--- config.mk ---
export PLATFORM = sky130hd
export DESIGN_NAME = loop_nest_controller
export DESIGN_NICKNAME = d
export VERILOG_FILES = /design/src/rtl/loop_nest_controller.sv
export SDC_FILE = /design/constraint.sdc
export NUM_CORES = 2
export LEC_CHECK = 0
export ABC_CLOCK_PERIOD_IN_PS = 8000
export BUFFER_PORTS_ARGS = -buffer_cell sky130_fd_sc_hd__clkbuf_2
export CELL_PAD_IN_SITES_DETAIL_PLACEMENT = 1
export CELL_PAD_IN_SITES_GLOBAL_PLACEMENT = 1
export CORE_MARGIN = 3
export CORE_UTILIZATION = 55
export DETAILED_ROUTE_END_ITERATION = 10
export PLACE_DENSITY = 0.82
export SLEW_MARGIN = 10
export SYNTH_ARGS = -nofsm -noshare
export SYNTH_HDL_FRONTEND = slang
export SYNTH_SLANG_ARGS = --single-unit
export TNS_END_PERCENT = 5
--- constraint.sdc ---
create_clock -name clk -period 8 [get_ports clk]
set_input_delay 0.8 -clock clk [delete_from_list [all_inputs] [get_ports clk]]
set_output_delay 0.8 -clock clk [all_outputs]
set_load 0.01 [all_outputs]
--- src/rtl/loop_nest_controller.sv ---
// -----------------------------------------------------------------------------
// loop_nest_controller
//
// Nested-loop iteration controller for the systolic-array instruction path.
// The instruction decoder writes per-group loop bounds (outermost level first).
// On start, the controller walks the active group's loop nest one index tuple
// at a time. Tuples are offered to the address generators over a valid/ready
// handshake. When the active group id changes mid-walk, the running group's
// iterators are saved into its context slot. The new group then resumes from
// its own saved context.
//
// Ports:
//   clk, reset_n       clock, asynchronous active-low reset
//   cfg_loop_iter_v    config write strobe
//   cfg_loop_iter      last index (trip count - 1) of the next loop level
//   cfg_loop_group_id  group targeted by the config write
//   cfg_clear          clears all config, contexts and the overflow flag
//   start              start the active group from index 0 (acted on in IDLE)
//   loop_group_id      active group
//   iter_ready         consumer accepts the current tuple
//   iter_v             current_iters is valid
//   current_iters      index tuple, loop l at [l*LOOP_ITER_W +: LOOP_ITER_W]
//   iter_last          bit l: loops l..NUM_LOOPS-1 all at max; top bit is 1
//   busy               controller is not idle
//   done               one-cycle pulse when the nest completes
//   cfg_err            sticky flag: a config write found its group full
// -----------------------------------------------------------------------------
module loop_nest_controller #(
   parameter int LOOP_ID_W   = 3,
   parameter int GROUP_ID_W  = 2,
   parameter int LOOP_ITER_W = 16,
   parameter int NUM_LOOPS   = 1 << LOOP_ID_W,
   parameter int NUM_GROUPS  = 1 << GROUP_ID_W
) (
   input  logic                             clk,
   input  logic                             reset_n,
   input  logic                             cfg_loop_iter_v,
   input  logic [LOOP_ITER_W-1:0]           cfg_loop_iter,
   input  logic [GROUP_ID_W-1:0]            cfg_loop_group_id,
   input  logic                             cfg_clear,
   input  logic                             start,
   input  logic [GROUP_ID_W-1:0]            loop_group_id,
   input  logic                             iter_ready,
   output logic                             iter_v,
   output logic [LOOP_ITER_W*NUM_LOOPS-1:0] current_iters,
   output logic [NUM_LOOPS:0]               iter_last,
   output logic                             busy,
   output logic                             done,
   output logic                             cfg_err
);

   typedef enum logic [2:0] {IDLE, LOAD, RUN, SWITCH, DONE} state_t;

   // The write counter needs one extra bit so that "full" (== NUM_LOOPS)
   // is distinguishable from "empty".
   localparam logic [LOOP_ID_W:0] CNT_FULL = (LOOP_ID_W+1)'(NUM_LOOPS);

   state_t state, next_state;

   logic [LOOP_ITER_W-1:0] max_cfg   [NUM_GROUPS][NUM_LOOPS];
   logic [NUM_LOOPS-1:0]   valid_cfg [NUM_GROUPS];
   logic [LOOP_ID_W:0]     cnt       [NUM_GROUPS];
   logic [LOOP_ITER_W-1:0] ctx       [NUM_GROUPS][NUM_LOOPS];

   logic [LOOP_ITER_W-1:0] work_max   [NUM_LOOPS];
   logic [LOOP_ITER_W-1:0] iters      [NUM_LOOPS];
   logic [LOOP_ITER_W-1:0] next_iters [NUM_LOOPS];

   logic [GROUP_ID_W-1:0]  grp;
   logic [GROUP_ID_W-1:0]  prev_grp;
   logic                   group_changed;
   logic                   accept;

   logic [LOOP_ID_W:0]     wr_cnt;
   logic [LOOP_ID_W-1:0]   wr_idx;
   logic                   wr_full;

   assign wr_cnt        = cnt[cfg_loop_group_id];
   assign wr_idx        = wr_cnt[LOOP_ID_W-1:0];
   assign wr_full       = (wr_cnt == CNT_FULL);
   assign group_changed = (loop_group_id != prev_grp);

   // ---------------------------------------------------------------------------
   // Configuration store. A clear beats a simultaneous write.
   // ---------------------------------------------------------------------------
   always_ff @(posedge clk or negedge reset_n) begin
      if (!reset_n) begin
         cfg_err <= 1'b0;
         for (int g = 0; g < NUM_GROUPS; g++) begin
            cnt[g]       <= '0;
            valid_cfg[g] <= '0;
            for (int l = 0; l < NUM_LOOPS; l++) begin
               max_cfg[g][l] <= '0;
            end
         end
      end else if (cfg_clear) begin
         cfg_err <= 1'b0;
         for (int g = 0; g < NUM_GROUPS; g++) begin
            cnt[g]       <= '0;
            valid_cfg[g] <= '0;
         end
      end else if (cfg_loop_iter_v) begin
         if (wr_full) begin
            cfg_err <= 1'b1;
         end else begin
            max_cfg[cfg_loop_group_id][wr_idx]   <= cfg_loop_iter;
            valid_cfg[cfg_loop_group_id][wr_idx] <= 1'b1;
            cnt[cfg_loop_group_id]               <= wr_cnt + 1'b1;
         end
      end
   end

   // ---------------------------------------------------------------------------
   // Per-group saved iterator contexts.
   // ---------------------------------------------------------------------------
   always_ff @(posedge clk or negedge reset_n) begin
      if (!reset_n) begin
         for (int g = 0; g < NUM_GROUPS; g++) begin
            for (int l = 0; l < NUM_LOOPS; l++) begin
               ctx[g][l] <= '0;
            end
         end
      end else if (cfg_clear) begin
         for (int g = 0; g < NUM_GROUPS; g++) begin
            for (int l = 0; l < NUM_LOOPS; l++) begin
               ctx[g][l] <= '0;
            end
         end
      end else begin
         case (state)
            IDLE: begin
               if (start) begin
                  for (int l = 0; l < NUM_LOOPS; l++) begin
                     ctx[loop_group_id][l] <= '0;
                  end
               end
            end
            SWITCH: begin
               // Holds the already-advanced tuple if an accept coincided
               // with the group change.
               for (int l = 0; l < NUM_LOOPS; l++) begin
                  ctx[grp][l] <= iters[l];
               end
            end
            DONE: begin
               for (int l = 0; l < NUM_LOOPS; l++) begin
                  ctx[grp][l] <= '0;
               end
            end
            default: ;
         endcase
      end
   end

   // ---------------------------------------------------------------------------
   // Working bounds, iterators and group tracking.
   // ---------------------------------------------------------------------------
   always_ff @(posedge clk or negedge reset_n) begin
      if (!reset_n) begin
         grp      <= '0;
         prev_grp <= '0;
         for (int l = 0; l < NUM_LOOPS; l++) begin
            work_max[l] <= '0;
            iters[l]    <= '0;
         end
      end else begin
         prev_grp <= loop_group_id;
         case (state)
            LOAD: begin
               grp <= loop_group_id;
               for (int l = 0; l < NUM_LOOPS; l++) begin
                  // Unwritten levels run exactly once.
                  work_max[l] <= valid_cfg[loop_group_id][l] ?
                                 max_cfg[loop_group_id][l] : '0;
                  iters[l]    <= ctx[loop_group_id][l];
               end
            end
            RUN: begin
               if (accept && !iter_last[0]) begin
                  for (int l = 0; l < NUM_LOOPS; l++) begin
                     iters[l] <= next_iters[l];
                  end
               end
            end
            default: ;
         endcase
      end
   end

   // ---------------------------------------------------------------------------
   // Odometer: iter_last ripples from the innermost loop outward.
   // ---------------------------------------------------------------------------
   always_comb begin : last_chain
      logic acc;
      acc                  = 1'b1;
      iter_last            = '0;
      iter_last[NUM_LOOPS] = 1'b1;
      for (int l = NUM_LOOPS - 1; l >= 0; l--) begin
         acc          = acc & (iters[l] == work_max[l]);
         iter_last[l] = acc;
      end
   end

   always_comb begin
      for (int l = 0; l < NUM_LOOPS; l++) begin
         next_iters[l] = iters[l];
         if (iter_last[l]) begin
            next_iters[l] = '0;
         end else if (iter_last[l+1]) begin
            next_iters[l] = iters[l] + 1'b1;
         end
      end
   end

   always_comb begin
      current_iters = '0;
      for (int l = 0; l < NUM_LOOPS; l++) begin
         current_iters[l*LOOP_ITER_W +: LOOP_ITER_W] = iters[l];
      end
   end

   // ---------------------------------------------------------------------------
   // FSM
   // ---------------------------------------------------------------------------
   always_ff @(posedge clk or negedge reset_n) begin
      if (!reset_n) begin
         state <= IDLE;
      end else begin
         state <= next_state;
      end
   end

   always_comb begin
      next_state = state;
      iter_v     = 1'b0;
      done       = 1'b0;
      accept     = 1'b0;
      busy       = (state != IDLE);
      case (state)
         IDLE: begin
            if (start) begin
               next_state = LOAD;
            end
         end
         LOAD: begin
            next_state = RUN;
         end
         RUN: begin
            iter_v = 1'b1;
            accept = iter_ready;
            // Completion takes priority over a simultaneous group change.
            if (accept && iter_last[0]) begin
               next_state = DONE;
            end else if (group_changed) begin
               next_state = SWITCH;
            end
         end
         SWITCH: begin
            next_state = LOAD;
         end
         DONE: begin
            done       = 1'b1;
            next_state = IDLE;
         end
         default: begin
            next_state = IDLE;
         end
      endcase
   end

endmodule
# Yosys cells after proc, flatten, opt, wreduce, memory -nomap -nowiden
# Index checks and enable logic that the tools add are counted.
# W data, S select, Z words.
# op_classes
n_addsub	9
n_mul	0
n_div	0
magnitude_cmp	10
eq_ne	26
shift	0
muxes	108
n_bitwise	46
reduce_logical	27
# op_table
op	n
$and A512 B512 Y512	16
$not A512 Y512	16
$bwmux W512	9
$demux W128 S2	17
$pmux W512 S3	1
$mux W128	8
$mux W512	2
$bmux W128 S2	2
$mux W16	29
$pmux W128 S2	1
$mux W112	2
$mux W96	2
$mux W32	5
$mux W80	2
$add A16 B1 Y16 const B	8
$eq A16 B16 Y1	8
$mux W64	2
$mux W48	2
$demux W16 S3	1
$or A32 B32 Y32	1
$ne A3 B3 Y1 const B	9
$mux W8	3
$reduce_and A3 Y1	8
$bmux W8 S2	1
33 further kinds	71
# word_totals
ff_bits	1336
latch_bits	0
ram_bits	0
rom_bits	0
output_inout_bits	141
wordCells	318
memories	0

# Depth between registers and ports, before layout
# depth
ltp_word	17
mapped_depth	13
ltp_nobuf	10

# Worst setup path before layout
# OpenSTA, ideal clock, no wires.
# synth_path
kind	input port to flip-flop
from	in cfg_loop_group_id[0]
to	reg max_cfg[54] (netlist bit)
setup_ns	0.128
arrival_time_ns	3.291
required_time_ns	7.872
slack_ns	4.581
path_stages	12
cell_sequence	buf_4 > mux4_2 > buf_2 > inv_1 > ha_1 > nand3b_4 > nand3_2 > nand3b_4 > buf_6 > nor3_4 > buf_6 > mux2_1
# synth_between
elab_chain_len	12
word_cells_on_any_way	19
cone_classes	order compare: 4; eq/ne: 1; mux: 8; bitwise: 3; reduce/logical: 3
# synth_lines
item	line_no	text
start, declared	39	input logic [GROUP_ID_W-1:0] cfg_loop_group_id,
$not A2 Y3 (not written as such) (*)	78, 106	
$bmux W4 S2	78	assign wr_cnt = cnt[cfg_loop_group_id];
$mux W4 (not written as such) (2 in series)	78	
$not A3 Y4 (not written as such)	106	max_cfg[cfg_loop_group_id][wr_idx] <= cfg_loop_iter;
$ge A4 B4 Y1 (not written as such) or $lt A4 B1 Y1 (tied branches)	106	
$logic_and A1 B1 Y1 (not written as such)	106	
$mux W16 (not written as such)	106	
$demux W16 S3	106	
$mux W128 (not written as such)	106	
$demux W128 S2	106	
$bwmux W512	106	
end signal, assigned by index	106	
end, declared	60	logic [LOOP_ITER_W-1:0] max_cfg [NUM_GROUPS][NUM_LOOPS];
# Mark *: on every way between the ends. The rest lies on a longest branch, timed or not. The select of a mux whose other input is x is not followed.
# A chain may end at the register's enable or synchronous reset.

# Worst setup path after layout
# layout_path
from	reg iters, in the netlist current_iters[10]
to	out iter_last[0]
# layout_between
elab_chain_len	2
# layout_lines
item	line_no	text
start, declared	66	logic [LOOP_ITER_W-1:0] iters [NUM_LOOPS];
start signal, assigned by index	175	iters[l] <= ctx[loop_group_id][l];
start signal, assigned by index	181	iters[l] <= next_iters[l];
$eq A16 B16 Y1	199	acc = acc & (iters[l] == work_max[l]);
$and A1 B1 Y1	199	
end, declared	46	output logic [NUM_LOOPS:0] iter_last,
# No other way between the ends.

==> summary.txt <==
Outcome
  – Status: completed

STA
  – Worst Clk Skew: 0.0335 ns
  – Max Slew Vio Count: 0
  – Rel. slew slack: 0.161
  – Worst-Margin Slew: 1.26 ns
  – Final hold vios: 0
  – Final worst-path cycle share: 0.633
  – RSZ-0062 raised after global routing: false
  – Final Setup Violations: 0
  – FMAX: 198 MHz
  – Final min period: 5.06 ns
  – Setup TNS: 0 ns

Power
  – VDD IR max: 0.263 mV
  – Design Power: 21200 uW
  – Leak pwr: 0.0306 uW
  – PD cells: 303 mW/mm^2

Routing
  – Starting DRC count in detailed routing: 5363
  – Routed wl met2: 110 mm
  – Met1 WL: 84.7 mm
  – Highest Signal Layer: met4
  – Vias: 49.5k
  – Final WL: 229 mm
  – DR DRC count: 0
  – Met3 WL: 21.8 mm
  – Wirelength per Cell: 33.5 um
  – ANT nets after route: 0
  – DRT Pass-1 Iters: 5
  – Vias per cell: 7.24

Final layout
  – Most common cell after layout, fill and taps aside: dfrtp_1
  – FF/Latch Area: 0.0334 mm^2
  – Commonest cells after routing, fill and taps aside: dfrtp_1 (1336), nand2_1 (553), mux2_2 (485)
  – Filler cells: 11.2k
  – Final nets: 5250
  – Multi-input logic area: 0.0281 mm^2
  – Layout cells sized above 1: 0.241
  – Syn-to-layout area delta: 9.03%

Clock tree
  – Root Buffer: clkbuf_16
  – H-tree level count: 4
  – Buffer levels on the longest clock path: 3
  – Post-CTS Setup Repair Bufs: 0
  – TritonCTS clock tree: built
  – Num CTS Buffers: 144
  – Clk Latency, worst-skew pair: 0.78 ns
  – Clock sinks: 1336
  – Post-cts resize count: 0
  – CTS Hold Bufs: 0
  – Reg clk slew, reported paths: 0.06 ns

Yosys
  – Synthesized flop and latch total: 1336
  – Seq/Total Area, Yosys: 0.521
  – Mean post-synth cell area: 11.8 um^2
  – Ys flop type: dfrtp_1
  – Synth Instances: 5422
  – Yosys cell types: 73
  – Yosys warnings: 0
  – Post-synth ARST share: 1.00
  – Number of synthesized flops with an enable pin: 0
  – Syn_nets: 5458
  – Synth Cell Area: 0.0642 mm^2

Critical path
  – Crit path kind: flop to output port
  – Worst Setup Start Kind: flop
  – CP Max Fanout: 13
  – Worst Setup End Kind: output port
  – Critical Path AT: 4.26 ns
  – Critical Path RT: 7.20 ns
  – R2R depth: 8

Min path
  – Hold WC Path Type: input port to asynchronous set/reset pin

Floorplan
  – Die span in x: 348 um
  – Initial core utilization: 0.557
  – Total die area: 0.121 mm^2
  – Placement Rows: 124
  – Die Span Y: 348 um
  – Core Area: 0.115 mm^2
  – Io pins: 167

Place
  – Final RePlAce weighted congestion: 0.844
  – Port buffer count: 165
  – HPWL Detailed: 126 mm

Global routing
  – Initial antenna violation count: 6
  – Vias in the first global route: 54.1k
  – Total gr overflow: 0
  – Tot GR Track Use: 0.379
  – Largest net degree at the start of global routing: 218
  – First-pass GRT wire length: 348 mm

Flow run
  – Maxcap violations: 0
[sequential cells by signal, indices dropped and copies added (netlist names)]
name and cells:
cfg_err 1, state 3, cnt 16, current_iters 128, ctx 512, prev_grp 2, work_max 128, valid_cfg 32
grp 2, max_cfg 512
[worst max-delay path: stages, from the launching register on]
cell      delay (ns)
dfrtp_1         0.70
xnor2_1         0.21
nand4_1         0.16
nor4_1          0.96
and4_1          0.52
nand2_1         0.35
inv_1           0.37
clkbuf_2        0.21
[worst paths after layout]
path,startpoint,to,slack [ns]
worst min register to register,ctx[326],ctx[326],0.48
worst max register to register,current_iters[10],current_iters[121],3.53
min in group clk,start,state[0],0.42
worst min-delay path,reset_n,ctx[457],0.01
worst max-delay path,current_iters[10],iter_last[0],2.94
max in group asynchronous,reset_n,max_cfg[423],5.92
[power by group]
group / switching, uW / internal, uW / total, uW / leakage, uW
registers: 978 / 7270 / 8250 / 0.0184
logic: 4650 / 1540 / 6180 / 0.00991
clock network: 2860 / 3930 / 6790 / 0.00226
total: 8490 / 12700 / 21200 / 0.0306
[area by class of cell]
class / instances / area share
repair buffers: 251 / 0.0229
flip-flops and latches: 1336 / 0.478
clock buffers: 215 / 0.0599
clock inverters: 29 / 0.00624
diodes: 8 / 0.000286
well taps: 1512 / 0.0270
inverters: 71 / 0.00381
multi-input cells: 3410 / 0.402
[cell usage after synthesis, drive strengths merged, types with 8 or more instances]
| cell type | count | area share |
|---|---|---|
| nand2b | 130 | 0.013 |
| xnor2 | 96 | 0.013 |
| inv | 71 | 0.0042 |
| mux2 | 529 | 0.093 |
| ha | 10 | 0.0020 |
| a21oi | 278 | 0.022 |
| o31a | 30 | 0.0041 |
| or2 | 9 | 0.00088 |
| xor2 | 36 | 0.0049 |
| o221ai | 85 | 0.012 |
| a2bb2oi | 9 | 0.0012 |
| o31ai | 16 | 0.0019 |
| o41ai | 8 | 0.0011 |
| and2 | 10 | 0.00098 |
| clkbuf | 425 | 0.025 |
| and3 | 39 | 0.0038 |
| o22ai | 25 | 0.0024 |
| nand3b | 23 | 0.0035 |
| and4 | 10 | 0.0014 |
| nand3 | 183 | 0.015 |
| nand2 | 557 | 0.033 |
| dfrtp | 1336 | 0.52 |
| a211oi | 62 | 0.0073 |
| nor3 | 88 | 0.0081 |
| a22oi | 28 | 0.0033 |
| a32o | 256 | 0.040 |
| nor2 | 218 | 0.014 |
| mux4 | 267 | 0.094 |
| o211ai | 18 | 0.0022 |
| nand4 | 36 | 0.0037 |
| or3 | 14 | 0.0014 |
| a22o | 28 | 0.0038 |
| nor4 | 23 | 0.0036 |
| a32oi | 41 | 0.0056 |
| o21ai | 215 | 0.017 |
| buf | 180 | 0.014 |
[kinds of logic after synthesis]
group,Yosys count,synth area share
buffers and inverters,676,0.0431
AO/OA/AOI/OAI,1119,0.127
adder cells (fa/ha/maj),10,0.00195
other,1,0.0000584
flip-flops,1336,0.521
multiplexers,801,0.187
XOR/XNOR,132,0.0180
AND/OR/NAND/NOR,1347,0.102
[metrics by stage]
step | area, um^2 | cells | hold WS (ns) | util | worst slack (ns)
2_1_floorplan | 64200 | 5422 | 0.452 | - | 4.58
3_3_place_gp | 65300 | 6580 | 0.462 | 0.567 | 3.39
3_5_place_dp | 65300 | 6580 | 0.476 | 0.567 | 3.15
4_1_cts | 69900 | 6824 | 0.0816 | 0.607 | 3.06
5_1_grt | 69900 | 6826 | 0.0826 | 0.607 | 2.93
6_report | 69900 | 6832 | 0.0119 | 0.608 | 2.94
[layer usage]
| metal | global-route usage | vias to the layer above |
|---|---|---|
| met4 | 0.202 | 0 |
| met2 | 0.605 | 3022 |
| met3 | 0.0898 | 841 |
| met5 | 0 | - |
| li1 | - | 19500 |
| met1 | 0.483 | 26100 |
No activity file was read; power rests on OpenSTA's default activity.
